File: src/rtl/enemy_pkg.sv
// Shared types and constants for the enemy movement controller.
package enemy_pkg;

  localparam int COORD_W = 4;

  typedef enum logic [2:0] {
    IDLE,
    SAMPLE,
    CHECK,
    MOVE,
    DEAD
  } state_t;

  typedef enum logic [1:0] {
    FACE_UP    = 2'd0,
    FACE_RIGHT = 2'd1,
    FACE_DOWN  = 2'd2,
    FACE_LEFT  = 2'd3
  } facing_t;

  // Keypad-style direction codes produced by the random stage
  localparam logic [3:0] RND_UP    = 4'd8;
  localparam logic [3:0] RND_RIGHT = 4'd6;
  localparam logic [3:0] RND_DOWN  = 4'd2;
  localparam logic [3:0] RND_LEFT  = 4'd4;
  localparam logic [3:0] RND_STAY  = 4'd5;

  function automatic logic [1:0] cw_next(input logic [1:0] f);
    return f + 2'd1;
  endfunction

  function automatic logic [3:0] face_to_rnd(input logic [1:0] f);
    case (f)
      FACE_UP:    return RND_UP;
      FACE_RIGHT: return RND_RIGHT;
      FACE_DOWN:  return RND_DOWN;
      FACE_LEFT:  return RND_LEFT;
      default:    return RND_STAY;
    endcase
  endfunction

endpackage

File: src/rtl/dir_decode.sv
// Combinational decode of a random direction code into facing and a unit step.
module dir_decode
  import enemy_pkg::*;
(
  input  logic        [3:0] rnd,
  output logic              valid,
  output logic        [1:0] face,
  output logic signed [1:0] dx,
  output logic signed [1:0] dy
);

  // Row 0 is the top of the grid, so "up" is a negative y step
  always_comb begin
    valid = 1'b0;
    face  = FACE_DOWN;
    dx    = 2'sd0;
    dy    = 2'sd0;
    case (rnd)
      RND_UP: begin
        valid = 1'b1;
        face  = FACE_UP;
        dy    = -2'sd1;
      end
      RND_RIGHT: begin
        valid = 1'b1;
        face  = FACE_RIGHT;
        dx    = 2'sd1;
      end
      RND_DOWN: begin
        valid = 1'b1;
        face  = FACE_DOWN;
        dy    = 2'sd1;
      end
      RND_LEFT: begin
        valid = 1'b1;
        face  = FACE_LEFT;
        dx    = -2'sd1;
      end
      default: ;
    endcase
  end

endmodule

File: src/rtl/enemy_move_ctrl.sv
// Enemy movement FSM: periodic random step, map check handshake, kill handling.
// Define ENEMY_RETRY_EN to retry a failed attempt once in the clockwise-next direction.
module enemy_move_ctrl
  import enemy_pkg::*;
#(
  parameter int GRID_W      = 16,
  parameter int GRID_H      = 12,
  parameter int START_X     = 1,
  parameter int START_Y     = 1,
  parameter int MOVE_PERIOD = 8
) (
  input  logic               clock,
  input  logic               reset,
  input  logic               tick,
  input  logic [3:0]         rnd,
  input  logic               kill,
  output logic               chk_valid,
  output logic [COORD_W-1:0] chk_x,
  output logic [COORD_W-1:0] chk_y,
  input  logic               chk_ready,
  input  logic               chk_blocked,
  output logic [COORD_W-1:0] pos_x,
  output logic [COORD_W-1:0] pos_y,
  output logic [1:0]         facing,
  output logic               dead
);

  localparam logic [COORD_W-1:0] X_MAX   = COORD_W'(GRID_W - 1);
  localparam logic [COORD_W-1:0] Y_MAX   = COORD_W'(GRID_H - 1);
  localparam logic [7:0]         CNT_TOP = 8'(MOVE_PERIOD - 1);

  state_t             state;
  logic [7:0]         tick_cnt;
  logic [3:0]         dec_rnd;
  logic               dec_valid;
  logic [1:0]         dec_face;
  logic signed [1:0]  dx;
  logic signed [1:0]  dy;
  logic               off_grid;
  logic [COORD_W-1:0] tgt_x;
  logic [COORD_W-1:0] tgt_y;

`ifdef ENEMY_RETRY_EN
  logic retry_pend;
  // A retry re-enters SAMPLE and decodes the direction after the one just tried
  assign dec_rnd = retry_pend ? face_to_rnd(cw_next(facing)) : rnd;
`else
  assign dec_rnd = rnd;
`endif

  dir_decode u_dir_decode (
    .rnd   (dec_rnd),
    .valid (dec_valid),
    .face  (dec_face),
    .dx    (dx),
    .dy    (dy)
  );

  assign off_grid = (dx == -2'sd1 && pos_x == '0)    ||
                    (dx ==  2'sd1 && pos_x == X_MAX) ||
                    (dy == -2'sd1 && pos_y == '0)    ||
                    (dy ==  2'sd1 && pos_y == Y_MAX);
  assign tgt_x = pos_x + {{(COORD_W-2){dx[1]}}, dx};
  assign tgt_y = pos_y + {{(COORD_W-2){dy[1]}}, dy};

  // kill outranks every other transition, including a same-cycle handshake
  always_ff @(posedge clock or posedge reset) begin
    if (reset) begin
      state     <= IDLE;
      tick_cnt  <= '0;
      pos_x     <= COORD_W'(START_X);
      pos_y     <= COORD_W'(START_Y);
      facing    <= FACE_DOWN;
      chk_valid <= 1'b0;
      chk_x     <= '0;
      chk_y     <= '0;
      dead      <= 1'b0;
`ifdef ENEMY_RETRY_EN
      retry_pend <= 1'b0;
`endif
    end else if (kill) begin
      state     <= DEAD;
      dead      <= 1'b1;
      chk_valid <= 1'b0;
    end else begin
      case (state)
        IDLE: begin
          if (tick) begin
            if (tick_cnt == CNT_TOP) begin
              tick_cnt <= '0;
              state    <= SAMPLE;
            end else begin
              tick_cnt <= tick_cnt + 8'd1;
            end
          end
        end
        SAMPLE: begin
          if (!dec_valid) begin
            state <= IDLE;
          end else begin
            facing <= dec_face;
            if (off_grid) begin
`ifdef ENEMY_RETRY_EN
              if (!retry_pend) begin
                retry_pend <= 1'b1;
                state      <= SAMPLE;
              end else begin
                retry_pend <= 1'b0;
                state      <= IDLE;
              end
`else
              state <= IDLE;
`endif
            end else begin
              chk_x     <= tgt_x;
              chk_y     <= tgt_y;
              chk_valid <= 1'b1;
              state     <= CHECK;
            end
          end
        end
        CHECK: begin
          if (chk_ready) begin
            chk_valid <= 1'b0;
            if (chk_blocked) begin
`ifdef ENEMY_RETRY_EN
              if (!retry_pend) begin
                retry_pend <= 1'b1;
                state      <= SAMPLE;
              end else begin
                retry_pend <= 1'b0;
                state      <= IDLE;
              end
`else
              state <= IDLE;
`endif
            end else begin
              state <= MOVE;
            end
          end
        end
        MOVE: begin
          pos_x <= chk_x;
          pos_y <= chk_y;
          state <= IDLE;
`ifdef ENEMY_RETRY_EN
          retry_pend <= 1'b0;
`endif
        end
        DEAD: ;
        default: state <= IDLE;
      endcase
    end
  end

endmodule

File: config.mk
export PLATFORM = sky130hd
export DESIGN_NAME = enemy_move_ctrl
export DESIGN_NICKNAME = d
export VERILOG_FILES = /design/src/rtl/enemy_pkg.sv /design/src/rtl/dir_decode.sv /design/src/rtl/enemy_move_ctrl.sv
export SDC_FILE = /design/constraint.sdc
export NUM_CORES = 1
export LEC_CHECK = 0
export BUFFER_PORTS_ARGS = -buffer_cell sky130_fd_sc_hd__buf_4
export CORE_ASPECT_RATIO = 0.9
export CORE_UTILIZATION = 59
export DETAILED_ROUTE_END_ITERATION = 6
export PLACE_DENSITY = 0.87
export SETUP_SLACK_MARGIN = 0.02
export SLEW_MARGIN = 20
export SYNTH_ARGS = -nofsm -noshare
export SYNTH_HDL_FRONTEND = slang
export SYNTH_HIERARCHICAL = 1
export SYNTH_SLANG_ARGS = --single-unit
File: constraint.sdc
create_clock -name clock -period 3.9 [get_ports clock]
set_input_delay 0.195 -clock clock [delete_from_list [all_inputs] [get_ports clock]]
set_output_delay 0.195 -clock clock [all_outputs]
set_load 0.02 [all_outputs]
# Word level (Yosys, flattened, before mapping)

Index checks and enable logic that the tools add are counted.

Muxes and demuxes: 18
$add $sub $neg: 3
Reductions and logical operators: 18
Bitwise logic cells: 2
Equal/unequal tests: 21

Operator list:

| operator              | number |
|---|---|
| $ne A3 B3 Y1 const B  | 5 |
| $eq A4 B4 Y1 const B  | 3 |
| $mux W3               | 4 |
| $pmux W3 S4           | 1 |
| $reduce_and A4 Y1     | 3 |
| $add A4 B4 Y4         | 2 |
| $add A8 B1 Y8 const B | 1 |
| $eq A4 B3 Y1 const B  | 2 |
| $eq A8 B3 Y1 const B  | 1 |
| $logic_not A4 Y1      | 2 |
| $mux W8               | 1 |
| $pmux W2 S2           | 2 |
| $eq A3 B2 Y1 const B  | 2 |
| $mux W2               | 3 |
| $pmux W2 S3           | 1 |
| $reduce_and A3 Y1     | 2 |
| $mux W1               | 5 |
| $eq A2 B1 Y1 const B  | 2 |
| $eq A2 B2 Y1 const B  | 2 |
| $eq A4 B2 Y1 const B  | 1 |
| $logic_and A1 B1 Y1   | 4 |
| $reduce_or A4 Y1      | 1 |
| $eq A3 B1 Y1 const B  | 1 |
| $eq A3 B3 Y1 const B  | 1 |
| other kinds (7)       | 10 |

Logic and storage cells: 71
Output and inout port bits: 20
Bits in registers: 31

# Longest topological paths before layout

Depth in word-level cells: 11
Depth in mapped cells: 7

# Cells and area by module

Netlist, hierarchy kept.

Modules (own cells, without submodules):

| module          | area an instance (µm²) | seq. area each (µm²) | times used | cells each |
|---|---|---|---|---|
| enemy_move_ctrl | 1617.8                 | 779.5                | 1          | 131 |
| dir_decode      | 98.8                   | 0.0                  | 1          | 12 |

# Worst setup path after synthesis

Ideal clock, no wire load.

Kind: input -> register
Start: in rnd[3]
End: reg chk_x[0]
Setup slack: 1.882 ns
Stages on the path: 6
Arrival time: 1.893 ns
Path through: nand2b_1 nor3_1 nand4b_1 mux2i_4 a211oi_4 mux2_4

Longest elaborated chain between the ends: 9

RTL lines:

| item                                                | RTL line                                     | text |
|---|---|---|
| start, declared                                     | enemy_move_ctrl.sv:15                        | `input logic [3:0] rnd,` |
| $eq A4 B3 Y1                                        | dir_decode.sv:18                             | `case (rnd)` |
| $pmux W2 S2 (*)                                     | dir_decode.sv:18                             |  |
| via dx[1]                                           | enemy_move_ctrl.sv:37                        | `logic signed [1:0] dx;` |
| $eq A2 B1 Y1 / $eq A2 B2 Y1 (equally long branches) | enemy_move_ctrl.sv:59, enemy_move_ctrl.sv:60 |  |
| $logic_and A1 B1 Y1, on equally long branches       | enemy_move_ctrl.sv:59, enemy_move_ctrl.sv:60 |  |
| $logic_or A1 B1 Y1 (*)                              | enemy_move_ctrl.sv:59                        | `assign off_grid = (dx == -2'sd1 && pos_x == '0) \|\|` |
| $logic_or A1 B1 Y1 (*)                              | enemy_move_ctrl.sv:60                        | `(dx == 2'sd1 && pos_x == X_MAX) \|\|` |
| $logic_or A1 B1 Y1 (*)                              | enemy_move_ctrl.sv:61                        | `(dy == -2'sd1 && pos_y == '0) \|\|` |
| $not A1 Y1 (no line) (*)                            | n/a                                          |  |
| $reduce_and A4 Y1 (no line) (*)                     | n/a                                          |  |
| end signal, assigned                                | enemy_move_ctrl.sv:115                       | `chk_x <= tgt_x;` |
| end, declared                                       | enemy_move_ctrl.sv:18                        | `output logic [COORD_W-1:0] chk_x,` |

The timed path passes the listed nets; every way through them passes the cells marked *.
A chain may end at the register's enable or synchronous reset.

# Final worst setup path

Start: in rnd[3]
End: reg chk_x[2]

Longest elaborated chain between the ends: 9

RTL lines:

| item                                                | RTL line |
|---|---|
| $eq A4 B3 Y1                                        | dir_decode.sv:18 |
| $pmux W2 S2 (*)                                     | dir_decode.sv:18 |
| via dx[1]                                           | enemy_move_ctrl.sv:37 |
| $eq A2 B1 Y1 / $eq A2 B2 Y1 (equally long branches) | enemy_move_ctrl.sv:59, enemy_move_ctrl.sv:60 |
| $logic_and A1 B1 Y1, on equally long branches       | enemy_move_ctrl.sv:59, enemy_move_ctrl.sv:60 |
| $logic_or A1 B1 Y1                                  | enemy_move_ctrl.sv:59 |
| $logic_or A1 B1 Y1                                  | enemy_move_ctrl.sv:60 |
| $logic_or A1 B1 Y1                                  | enemy_move_ctrl.sv:61 |
| $not A1 Y1 (no line)                                | n/a |
| $reduce_and A4 Y1 (no line)                         | n/a |

Marks and branches as above.

==> results by group <==
Synthesis
  • Area fraction of the dominant cell type after synthesis: 0.408
  • Cell accounting for the most synthesized area: dfrtp_1
  • Cell with the most instances after synthesis: dfrtp_1
  • Mapped Cells: 143
  • Seq/Total Area, Yosys: 0.454
  • Syn avg cell area: 12.0 µm²
  • Post-synth EDFFs: 0
  • FFs w/ async S/R, synth: 1.00
  • Synth Register Bits: 31
  • Syn nets: 162
  • Dominant synthesized flop cell: dfrtp_1
  • Top cells by count, synth: 28 x dfrtp_1, 12 x inv_1, 10 x mux2_2, 10 x nand2_1, 10 x xnor2_1
  • Library cells used by synthesis: 43
  • Yosys warning count: 6
  • Area of the mapped netlist: 1720 µm²
  • Ranking of synthesized cells by area: dfrtp_1 41%, mux2_2 6.6%, mux2_4 5.2%, ha_1 5.1%, xnor2_1 5.1%

Placement
  • Post-placement cell area: 1980 µm²
  • Routability-driven placement congestion ratio: 0.803
  • IO buf count: 29
  • Worst slack, placed: 1.50 ns
  • Placed cell count: 211
  • DP HPWL: 2500 µm

Routing
  • DRC viols: 1
  • Pre-antenna DRT Iters: 6
  • Post-DR vias/cell: 5.43
  • Number of DRC markers in iteration 0: 28
  • Avg WL per Cell: 15.2 µm
  • Drt total wl: 3330 µm
  • Routed Antenna Nets: 0
  • DR vias: 1,190

Global route
  • Largest net degree at the start of global routing: 32
  • GR Overflow Total: 0
  • Initial antenna violation count: 0
  • Vias in the first global route: 1,140
  • First-pass GRT wire length: 5220 µm
  • GRT Util Overall: 0.240

Timing
  • Count of final hold-check violations: 0
  • Setup-failing EPs final: 0
  • Fmax: 484 MHz
  • Final Slew Violations: 0
  • Fin Setup TNS: 0 ns
  • Period utilisation layout: 0.529
  • Final worst slack: 1.84 ns
  • Slew HR: 0.543
  • Min cycle time layout: 2.06 ns
  • Worst Skew: 0.0114 ns
  • Slew @ Worst Pin: 0.684 ns
  • RSZ-0062 raised after global routing: false

Layout
  • # nets final: 198
  • Final Instance Count excl. Fillers: 219
  • Antenna Cells: 0
  • Number of fill cells: 201
  • Area added between synthesis and finish: 19.2%
  • Final instance area: 2050 µm²
  • Share of layout cells above drive strength 1: 0.391

Run status
  • Run status: finished with violations
  • Failing checks: DRC

Critical path
  • Critical path fanouts, max: 10
  • Type of the worst setup path: primary input to flop
  • CP max stage delay: 0.63 ns
  • Crit. End Element: flop
  • CP max-delay cell: a211oi_4
  • CP Data Arrival Time: 2.29 ns
  • Crit path required time: 4.12 ns
  • Crit-path cells: buf_4, nand2b_1, nor3_1, nand4b_1, mux2i_4, a211oi_4, mux2_4
  • Startpoint Class: primary input

Die
  • IO Count: 30
  • Die H: 53.2 µm
  • Core Footprint: 2750 µm²
  • Starting Density: 0.625
  • Die area: 3130 µm²
  • Horiz. Die Dim: 58.9 µm
  • Num rows: 18

CTS
  • Deepest clock path buffer count: 2
  • CTS tree: done
  • Post-CTS setup buffers: 0
  • H-tree depth: 2
  • Sink Count: 31
  • Clock-pin slew on the worst setup and hold paths: 0.09 ns
  • Clock Latency Late Sink: 0.34 ns
  • CTS buffer count: 5
  • Root buffer cell: clkbuf_4

Power
  • Max VDD drop: 0.253 mV
  • Cell Pwr Density: 269 nW/µm²
  • Leak: 0.980 nW

Hold path
  • Worst Hold Class: primary input to flop

Run
  • Maximum Capacitance Violations: 0
==> sequential cells by signal, indices dropped and copies added, names as in the netlist <==
signal     flops
facing         2
dead           1
state          3
pos_x          4
chk_x          4
tick_cnt       8
chk_valid      1
pos_y          4
chk_y          4
==> layout by cell type, fill, tap and decap left out, types with 3 or more instances in the layout <==
master    count
nor3_1        4
ha_1          7
clkbuf_4      5
inv_1        12
nand3_1       3
buf_4        30
dfstp_2       3
nor2_1        8
xnor2_1      10
nand2_1      10
mux2_4        6
dfrtp_1      28
mux2_2       10
==> stage by stage <==
step	util	hold WS, ns	total power [mW]
6_report	0.745	0.0604	0.550
5_1_grt	0.745	0.0472	0.571
4_1_cts	0.745	0.0577	0.554
3_5_place_dp	0.721	0.302	0.362
3_3_place_gp	0.721	0.298	0.361
2_1_floorplan	-	0.268	0.346
==> final timing paths <==
| check | from | endpoint | slack (ns) | cells past startpoint |
|---|---|---|---|---|
| min in group asynchronous | reset | pos_x[1] | 0.49 | 4 |
| worst min register to register | dead | dead | 0.49 | 1 |
| worst min-delay path | kill | state[0] | 0.06 | 2 |
| worst max-delay path | rnd[3] | chk_x[2] | 1.84 | 7 |
| worst max register to register | pos_x[0] | chk_x[2] | 2.02 | 4 |
| max in group asynchronous | reset | pos_x[0] | 3.09 | 4 |
==> cells by family (layout without fill, tap and decap cells) <==
logic type	Yosys count	in the layout	share of synthesized area
and+or+nand+nor	45	45	0.173
DFF	31	31	0.454
muxes	19	19	0.143
buffers and inverters	14	50	0.0328
AOI/OAI and AO/OA	13	13	0.0620
xor gates and xnor gates	12	12	0.0612
adders and majority gates	9	9	0.0743
==> power breakdown <==
| part | switching [mW] | leakage [nW] | internal (mW) |
|---|---|---|---|
| clock | 0.110 | 0.0341 | 0.0834 |
| combinational | 0.0198 | 0.556 | 0.0151 |
| sequential | 0.000216 | 0.391 | 0.322 |
==> cell type report <==
cell class	count	area (µm²)	area share
tap	40	50.0	0.0244
clock inverter	1	5.00	0.00244
inverter	12	45.0	0.0220
multi-input combinational	98	881	0.430
sequential	31	779	0.381
timing repair buffer	31	235	0.115
clock buffer	6	51.3	0.0251
==> critical path: cells and delay by family <==
family | cells | cell delay (ns)
AND/OR/NAND/NOR | 3 | 0.88
buffers and inverters | 1 | 0.13
multiplexers | 2 | 0.45
AO/OA/AOI/OAI | 1 | 0.63
==> repair_timing <==
action	CTS	global route
endpoints found under the hold margin	28	0
resized for setup	0	0
hold buffers	1	0
==> per-layer routing <==
| layer | GRT usage | vias up | part of all wire |
|---|---|---|---|
| met5 | 0 | - | 0 |
| met4 | 0.115 | 0 | 0.014 |
| met3 | 0.0733 | 7 | 0.045 |
| met2 | 0.394 | 32 | 0.49 |
| met1 | 0.288 | 580 | 0.45 |
| li1 | - | 571 | - |
No activity file was read; power rests on OpenSTA's default activity.
